===== config.mk =====
export PLATFORM = sky130hd
export DESIGN_NAME = mem_ctrl
export DESIGN_NICKNAME = d
export VERILOG_FILES = /design/src/rtl/mem_ctrl.sv
export SDC_FILE = /design/constraint.sdc
export NUM_CORES = 1
export LEC_CHECK = 0
export CORE_MARGIN = 4
export CORE_UTILIZATION = 45
export CTS_CLUSTER_SIZE = 30
export DETAILED_ROUTE_END_ITERATION = 12
export GPL_ROUTABILITY_DRIVEN = 0
export PLACE_DENSITY = 0.77
export SLEW_MARGIN = 20
export SYNTH_ARGS = -nofsm -noshare
export SYNTH_HDL_FRONTEND = slang
export SYNTH_SLANG_ARGS = --single-unit

===== constraint.sdc =====
create_clock -name clk -period 1.9 [get_ports clk]
set_input_delay 0.38 -clock clk [delete_from_list [all_inputs] [get_ports clk]]
set_output_delay 0.38 -clock clk [all_outputs]
set_load 0.05 [all_outputs]

===== src/rtl/mem_ctrl.sv =====
// Byte-wide RAM arbiter/sequencer for the IF and MEM stages; MEM has priority.
// Optional `MEM_CTRL_IO_THROTTLE_EN`: stall I/O stores while the I/O FIFO is full.
module mem_ctrl #(
  parameter logic [1:0] IO_BASE = 2'b11
) (
  input  logic        clk,
  input  logic        rst,
  input  logic        rdy,
  input  logic        io_buffer_full,
  input  logic        flush,
  input  logic        if_req,
  input  logic [31:0] if_addr,
  output logic        if_done,
  output logic [31:0] if_rdata,
  input  logic        mem_req,
  input  logic        mem_we,
  input  logic [31:0] mem_addr,
  input  logic [2:0]  mem_len,
  input  logic [31:0] mem_wdata,
  output logic        mem_done,
  output logic [31:0] mem_rdata,
  input  logic [7:0]  ram_din,
  output logic [7:0]  ram_dout,
  output logic [31:0] ram_a,
  output logic        ram_wr,
  output logic        if_stall,
  output logic        mem_stall
);

  typedef enum logic [1:0] {S_IDLE, S_RD, S_WR, S_DONE} state_t;

  state_t      r_state;
  logic [2:0]  r_cnt;
  logic [2:0]  r_rcnt;
  logic [2:0]  r_len;
  logic [31:0] r_base;
  logic [31:0] r_wdata;
  logic [31:0] r_buf;
  logic        r_owner_mem;
  logic        r_first;
  logic        r_frz;
  logic [7:0]  r_din_save;
  logic [31:0] r_ram_a;
  logic [7:0]  r_ram_dout;
  logic        r_ram_wr;
  logic        r_if_done;
  logic        r_mem_done;
  logic [31:0] r_if_rdata;
  logic [31:0] r_mem_rdata;

  logic [2:0]  w_mem_len;
  logic [7:0]  w_din;
  logic [31:0] w_buf_next;
  logic        w_thr_grant;
  logic        w_thr_wr;

  always_comb begin
    w_mem_len = 3'd4;
    if (mem_len == 3'd1 || mem_len == 3'd2) w_mem_len = mem_len;
  end

  // The RAM keeps returning data while rdy is low, so the byte that was in
  // flight when the freeze began is parked and consumed on the resume edge.
  assign w_din      = r_frz ? r_din_save : ram_din;
  assign w_buf_next = r_buf | ({24'b0, w_din} << {r_rcnt[1:0], 3'b000});

`ifdef MEM_CTRL_IO_THROTTLE_EN
  assign w_thr_grant = (mem_addr[17:16] == IO_BASE) && io_buffer_full;
  assign w_thr_wr    = (r_base[17:16] == IO_BASE) && io_buffer_full;
`else
  logic w_unused_io;
  assign w_unused_io = io_buffer_full;
  assign w_thr_grant = 1'b0;
  assign w_thr_wr    = 1'b0;
`endif

  always_ff @(posedge clk or negedge rst) begin
    if (!rst) begin
      r_state     <= S_IDLE;
      r_cnt       <= 3'd0;
      r_rcnt      <= 3'd0;
      r_len       <= 3'd0;
      r_base      <= 32'd0;
      r_wdata     <= 32'd0;
      r_buf       <= 32'd0;
      r_owner_mem <= 1'b0;
      r_first     <= 1'b0;
      r_frz       <= 1'b0;
      r_din_save  <= 8'd0;
      r_ram_a     <= 32'd0;
      r_ram_dout  <= 8'd0;
      r_ram_wr    <= 1'b0;
      r_if_done   <= 1'b0;
      r_mem_done  <= 1'b0;
      r_if_rdata  <= 32'd0;
      r_mem_rdata <= 32'd0;
    end else begin
      r_frz <= !rdy;
      if (!r_frz) r_din_save <= ram_din;
      if (rdy) begin
        case (r_state)
          S_IDLE: begin
            r_cnt    <= 3'd0;
            r_rcnt   <= 3'd0;
            r_buf    <= 32'd0;
            r_first  <= 1'b1;
            r_ram_wr <= 1'b0;
            if (mem_req) begin
              r_owner_mem <= 1'b1;
              r_base      <= mem_addr;
              r_wdata     <= mem_wdata;
              r_len       <= w_mem_len;
              r_ram_a     <= mem_addr;
              if (mem_we) begin
                r_state <= S_WR;
                if (!w_thr_grant) begin
                  r_ram_dout <= mem_wdata[7:0];
                  r_ram_wr   <= 1'b1;
                  r_cnt      <= 3'd1;
                end
              end else begin
                r_state <= S_RD;
                r_cnt   <= 3'd1;
              end
            end else if (if_req && !flush) begin
              r_owner_mem <= 1'b0;
              r_base      <= if_addr;
              r_len       <= 3'd4;
              r_ram_a     <= if_addr;
              r_state     <= S_RD;
              r_cnt       <= 3'd1;
            end
          end
          S_RD: begin
            if (!r_owner_mem && flush) begin
              r_state <= S_IDLE;
              r_cnt   <= 3'd0;
            end else begin
              r_first <= 1'b0;
              if (r_cnt < r_len) begin
                r_ram_a <= r_base + {29'b0, r_cnt};
                r_cnt   <= r_cnt + 3'd1;
              end
              // No byte is on ram_din yet in the first address cycle.
              if (!r_first) begin
                r_buf  <= w_buf_next;
                r_rcnt <= r_rcnt + 3'd1;
                if (r_rcnt == r_len - 3'd1) begin
                  r_state <= S_DONE;
                  if (r_owner_mem) begin
                    r_mem_rdata <= w_buf_next;
                    r_mem_done  <= 1'b1;
                  end else begin
                    r_if_rdata <= w_buf_next;
                    r_if_done  <= 1'b1;
                  end
                end
              end
            end
          end
          S_WR: begin
            if (r_cnt < r_len) begin
              if (w_thr_wr) begin
                r_ram_wr <= 1'b0;
              end else begin
                r_ram_a    <= r_base + {29'b0, r_cnt};
                r_ram_dout <= r_wdata[{r_cnt[1:0], 3'b000} +: 8];
                r_ram_wr   <= 1'b1;
                r_cnt      <= r_cnt + 3'd1;
              end
            end else begin
              r_ram_wr   <= 1'b0;
              r_state    <= S_DONE;
              r_mem_done <= 1'b1;
            end
          end
          S_DONE: begin
            r_if_done  <= 1'b0;
            r_mem_done <= 1'b0;
            r_state    <= S_IDLE;
          end
          default: r_state <= S_IDLE;
        endcase
      end
    end
  end

  assign ram_a     = r_ram_a;
  assign ram_dout  = r_ram_dout;
  assign ram_wr    = r_ram_wr & rdy;
  assign if_done   = r_if_done;
  assign mem_done  = r_mem_done;
  assign if_rdata  = r_if_rdata;
  assign mem_rdata = r_mem_rdata;
  assign if_stall  = if_req & ~r_if_done;
  assign mem_stall = mem_req & ~r_mem_done;

endmodule

== Yosys cells after proc, flatten, opt, wreduce, memory -nomap -nowiden ==
Index checks and enable logic that the tools add are counted.

* Flip-flop bits (word level): 225
* Bits of input ports: 115

* Add/subtract/negate cells: 4
* Order comparisons: 1
* Equality and inequality tests: 18
* Shift operators: 2
* Mux-type cells: 51
* Bitwise gates (word level): 9
* Reductions and logical operators: 26

{| class="wikitable"
|+ Operators by type and width
! operator !! number
|-
| 2-to-1 mux 32 bit || 6
|-
| one-hot mux 32 bit (3 select lines) || 1
|-
| one-hot mux 32 bit (2 select lines) || 1
|-
| adder 32 x 3 -> 32 bit || 1
|-
| 2-to-1 mux 8 bit || 4
|-
| OR 32 bit || 1
|-
| indexed part select 32 x 6 -> 8 bit || 1
|-
| << shifter 8 x 5 -> 32 bit || 1
|-
| 2-to-1 mux 3 bit || 7
|-
| != test 2 bit (second input constant) || 9
|-
| AND reduction 6 bit || 3
|-
| 2-to-1 mux 1 bit || 17
|-
| one-hot mux 8 bit (2 select lines) || 1
|-
| 2-to-1 mux 2 bit || 7
|-
| AND reduction 5 bit || 2
|-
| != test 3 bit (second input constant) || 3
|-
| one-hot mux 3 bit (3 select lines) || 1
|-
| AND reduction 3 bit || 3
|-
| one-hot mux 2 bit (4 select lines) || 1
|-
| AND reduction 4 bit || 2
|-
| nonzero test 2 bit || 4
|-
| AND reduction 7 bit || 1
|-
| adder 3 x 1 -> 3 bit (second input constant) || 2
|-
| one-hot mux 1 bit (2 select lines) || 3
|-
| other kinds (17) || 29
|}

== Longest topological paths before layout ==
* Depth after elaboration: 6
* Gate-level depth with buffers: 10
* Depth with buffers taken out: 7

== Worst setup path after synthesis ==
OpenSTA, ideal clock, no wires.

* Kind: input-to-output
* From: input mem_req
* To: output mem_stall
* Arrival: 1,732 ps
* Data required time: 1,520 ps
* Setup slack: -212 ps
* Stages on the path: 4
* Buffers on the path: 3
* Cells stage by stage: buf_2 -> buf_2 -> buf_2 -> nor2b_1

* Cells in the longest elaborated chain, start to end: 1

{| class="wikitable"
|+ RTL lines
! what !! line !! source
|-
| from (decl) || 15 || <nowiki>input logic mem_req,</nowiki>
|-
| AND 1 bit || 196 || <nowiki>assign mem_stall = mem_req & ~r_mem_done;</nowiki>
|-
| to (decl) || 27 || <nowiki>output logic mem_stall</nowiki>
|}

No other way between the ends.

== Worst setup path after layout ==
* From: register r_cnt[2]
* To: register r_ram_a[31], in the netlist ram_a[31]

* Cells in the longest elaborated chain, start to end: 4
* Elaborated cells between the ends (all ways): 5
* Classes of those cells: 1 x add/sub; 1 x order compare; 3 x mux

{| class="wikitable"
|+ RTL lines
! what !! line !! source
|-
| from (decl) || 33 || <nowiki>logic [2:0] r_cnt;</nowiki>
|-
| from (signal assigned) || 142 || <nowiki>r_cnt <= r_cnt + 3'd1;</nowiki>
|-
| from (signal assigned) || 169 || <nowiki>r_cnt <= r_cnt + 3'd1;</nowiki>
|-
| adder 32 x 3 -> 32 bit / less-than comparator 3 bit (equally long branches) || n/a ||
|-
| 2-to-1 mux 32 bit * || 140 || <nowiki>if (r_cnt < r_len) begin</nowiki>
|-
| 2-to-1 mux 32 bit || 135 || <nowiki>if (!r_owner_mem && flush) begin</nowiki>
|-
| one-hot mux 32 bit (3 select lines) * || 101 || <nowiki>case (r_state)</nowiki>
|-
| to (signal assigned) || 113 || <nowiki>r_ram_a <= mem_addr;</nowiki>
|-
| to (signal assigned) || 141 || <nowiki>r_ram_a <= r_base + {29'b0, r_cnt};</nowiki>
|-
| to (signal assigned) || 166 || <nowiki>r_ram_a <= r_base + {29'b0, r_cnt};</nowiki>
|-
| to (decl) || 43 || <nowiki>logic [31:0] r_ram_a;</nowiki>
|}

Mark *: on every way between the ends. The rest lies on a longest branch, timed or not. The select of a mux whose other input is x is not followed.
A chain may end at the register's enable or synchronous reset.

==> results.cfg <==
[outcome]
status = complete, but fails checks
violations = negative setup slack

[place]
pre_cts_ws_ps = -451
hpwl_um = 19300
portBuffers = 222

[job]
maxCapViolCount = 0

[pwr]
p_int_mw = 13.8
irDropWorstVdd_mv = 0.870
leakage_nw = 6.91
swShare_pct = 39.9
power_mw = 22.9
seqPwrFrac_pct = 32.7
powerDensity_mw_per_mm2 = 1520
clock_power_share_pct = 21.5
power_switching_mw = 9.14
power_frac_comb_pct = 45.8

[sta]
setup_viol = 15
holdWs_ps = 400
setup_slack_ps = -85.2
fin_skew_ps = 13.7
final-hold-violation-count = 0
max_freq_mhz = 504
final_max_slew_viol_count = 0
finalCritPeriodShare_pct = 104
period_needed_ps = 1990
rsz0062_at_grt = yes
tightest_slew_ps = 535
slew_headroom_pct = 64.3
tns_ps = -525

[global_route]
grt_max_degree = 65
grt_usage_pct = 21.0
grt-ovfl-total = 0
grt_pass1_wl_um = 45000
grt_pass1_vias = 8784
antenna_found_initial = 2

[die]
die_y_um = 160
fp.dieW_um = 160
start_util_pct = 45.9
die-area_mm2 = 0.0257
core_area_mm2 = 0.0227
ioPinCount = 224
num_rows = 55

[yosys]
synth.most_common_cell = dfrtp_1
netlist-cell-type-count = 69
syn-num-nets = 1100
synthTopCellsByArea = dfrtp_1 (54%), mux2_2 (6.5%), a21oi_1 (5.6%), o21ai_0 (3.6%), nand2_1 (3.5%)
synth.top_cell.area_share_pct = 54.0
async_reset_ff_share_pct = 100
synthFlopType = dfrtp_1
synth_common_cells = dfrtp_1 (225), a21oi_1 (116), nand2_1 (97), nor2_1 (91), o21ai_0 (74)
ys_warn_count = 0
syn_inst = 970
ys_ff_latch = 225
avgSynthCellArea_um2 = 10.7
ys_seq_area_share_pct = 54.0
synth_edf_count = 0
synth_top_cell_by_area = dfrtp_1
synth_area_mm2 = 0.0104

[route]
wirelength_um = 29000
ant_nets = 0
vias = 8647
drtIter0Drc = 496
drc = 0
routedWlPerCell_um = 18.3
drt-pass1-iter-count = 5
routed_via_density = 5.47

[final_layout]
syn_to_final_growth_pct = 44.9
drive_gt1_share_pct = 28.9
fin_nets = 1406

[critical_path]
critPathKind = reg -> reg
crit_path_start = r_cnt[2]
startpoint_type = register
cp-end-kind = register
path_max_fanout = 3
crit_arrival_ps = 2430
required_ps = 2350
r2r_start = r_cnt[2]

[worst_hold_path]
hold_class = in -> async

[clocking]
cts.sinks = 225
numCtsBuffers = 24
htree_levels = 1
clock_latency_ps = 510
clkTransAtPathRegs_ps = 60
cts_tree = built
clock-root-buffer = clkbuf_16
cts_buffer_depth = 3
critical path, stage by stage (launching register included):
cell and delay, ps:
dfrtp_1 420, buf_6 150, ha_4 250, a21oi_4 190, o21a_4 190, buf_6 100
nand3_4 80, or4_1 430, nand3_1 110
per-stage QoR:
step | std cells | util [%] | cell area (µm²)
2_1_floorplan | 970 | - | 10500
3_3_place_gp | 1510 | 59.4 | 13500
3_5_place_dp | 1510 | 59.4 | 13500
4_1_cts | 1566 | 64.2 | 14600
5_1_grt | 1580 | 66.5 | 15100
6_report | 1580 | 66.5 | 15100
layer usage:
metal	GRT usage [%]	wire length [µm]
met4	6.41	677
met2	35.8	14400
met5	0	20
met3	4.31	2110
met1	27.2	11800
power by group through the flow:
stage	logic [mW]	clock network (mW)	registers, mW
after floorplan	4.19	0	9.16
after global placement	9.26	0	7.34
after detailed placement	9.46	0	7.41
after CTS	9.82	5.01	7.38
after global routing	11.2	5.23	7.68
final	10.5	4.92	7.50
cell usage in the layout (no fill, tap or decap), types with 8 or more instances in the layout:
cell / netlist / layout
a21oi_1: 116 / 107
buf_12: 0 / 16
mux2i_1: 34 / 34
o211ai_1: 9 / 9
nor2_1: 91 / 79
and2_1: 9 / 9
nand2_2: 0 / 16
mux4_2: 8 / 8
dlygate4sd2_1: 0 / 56
mux2_2: 60 / 59
dfrtp_1: 225 / 223
o21ai_1: 5 / 13
inv_1: 11 / 8
clkbuf_16: 0 / 30
buf_4: 5 / 122
xor2_1: 23 / 22
nand3_1: 18 / 16
nand2_1: 97 / 79
o21ai_0: 74 / 63
clkdlybuf4s50_1: 0 / 111
buf_6: 0 / 20
area by class of cell:
| type | count | area, µm² |
|---|---|---|
| tap | 285 | 357 |
| timing repair buffer | 336 | 3260 |
| inverter | 11 | 41.3 |
| sequential | 225 | 5630 |
| clock buffer | 33 | 706 |
| multi-input combinational | 678 | 4960 |
| clock inverter | 11 | 143 |
| fill | 1767 | 7610 |
| antenna | 1 | 2.50 |
worst paths after layout:
path	to	slack, ps	cells past startpoint
min in group clk	r_state[1]	410	4
min	mem_rdata[28]	400	2
min reg2reg	if_rdata[22]	470	2
max reg2reg	ram_a[31]	-90	8
max in group asynchronous	r_wdata[28]	840	3
max	ram_a[31]	-90	8
kinds of logic after synthesis:
family	share of synthesized area [%]
and+or+nand+nor	12.6
muxes	11.6
adders and majority gates	1.87
xor gates and xnor gates	2.75
buffers and inverters	2.87
DFF	54.0
AOI/OAI and AO/OA	14.2
registers in the layout, indices dropped and copies added, names as in the netlist, 3 cells and up:
signal	flops
if_rdata	32
mem_rdata	32
r_base	32
r_buf	32
r_wdata	32
ram_a	32
r_din_save	8
ram_dout	8
r_cnt	3
r_len	3
r_rcnt	3
timing repair:
item / CTS / global route
endpoints found under the setup margin: 162 / 112
buffers inserted: 11 / 7
endpoints found under the hold margin: 57 / 0
hold buffers: 1 / 0
gates resized for setup: 102 / 88
cloned: 2 / 8
pin swaps: 20 / 32
Power figures use the tool's default switching activity.
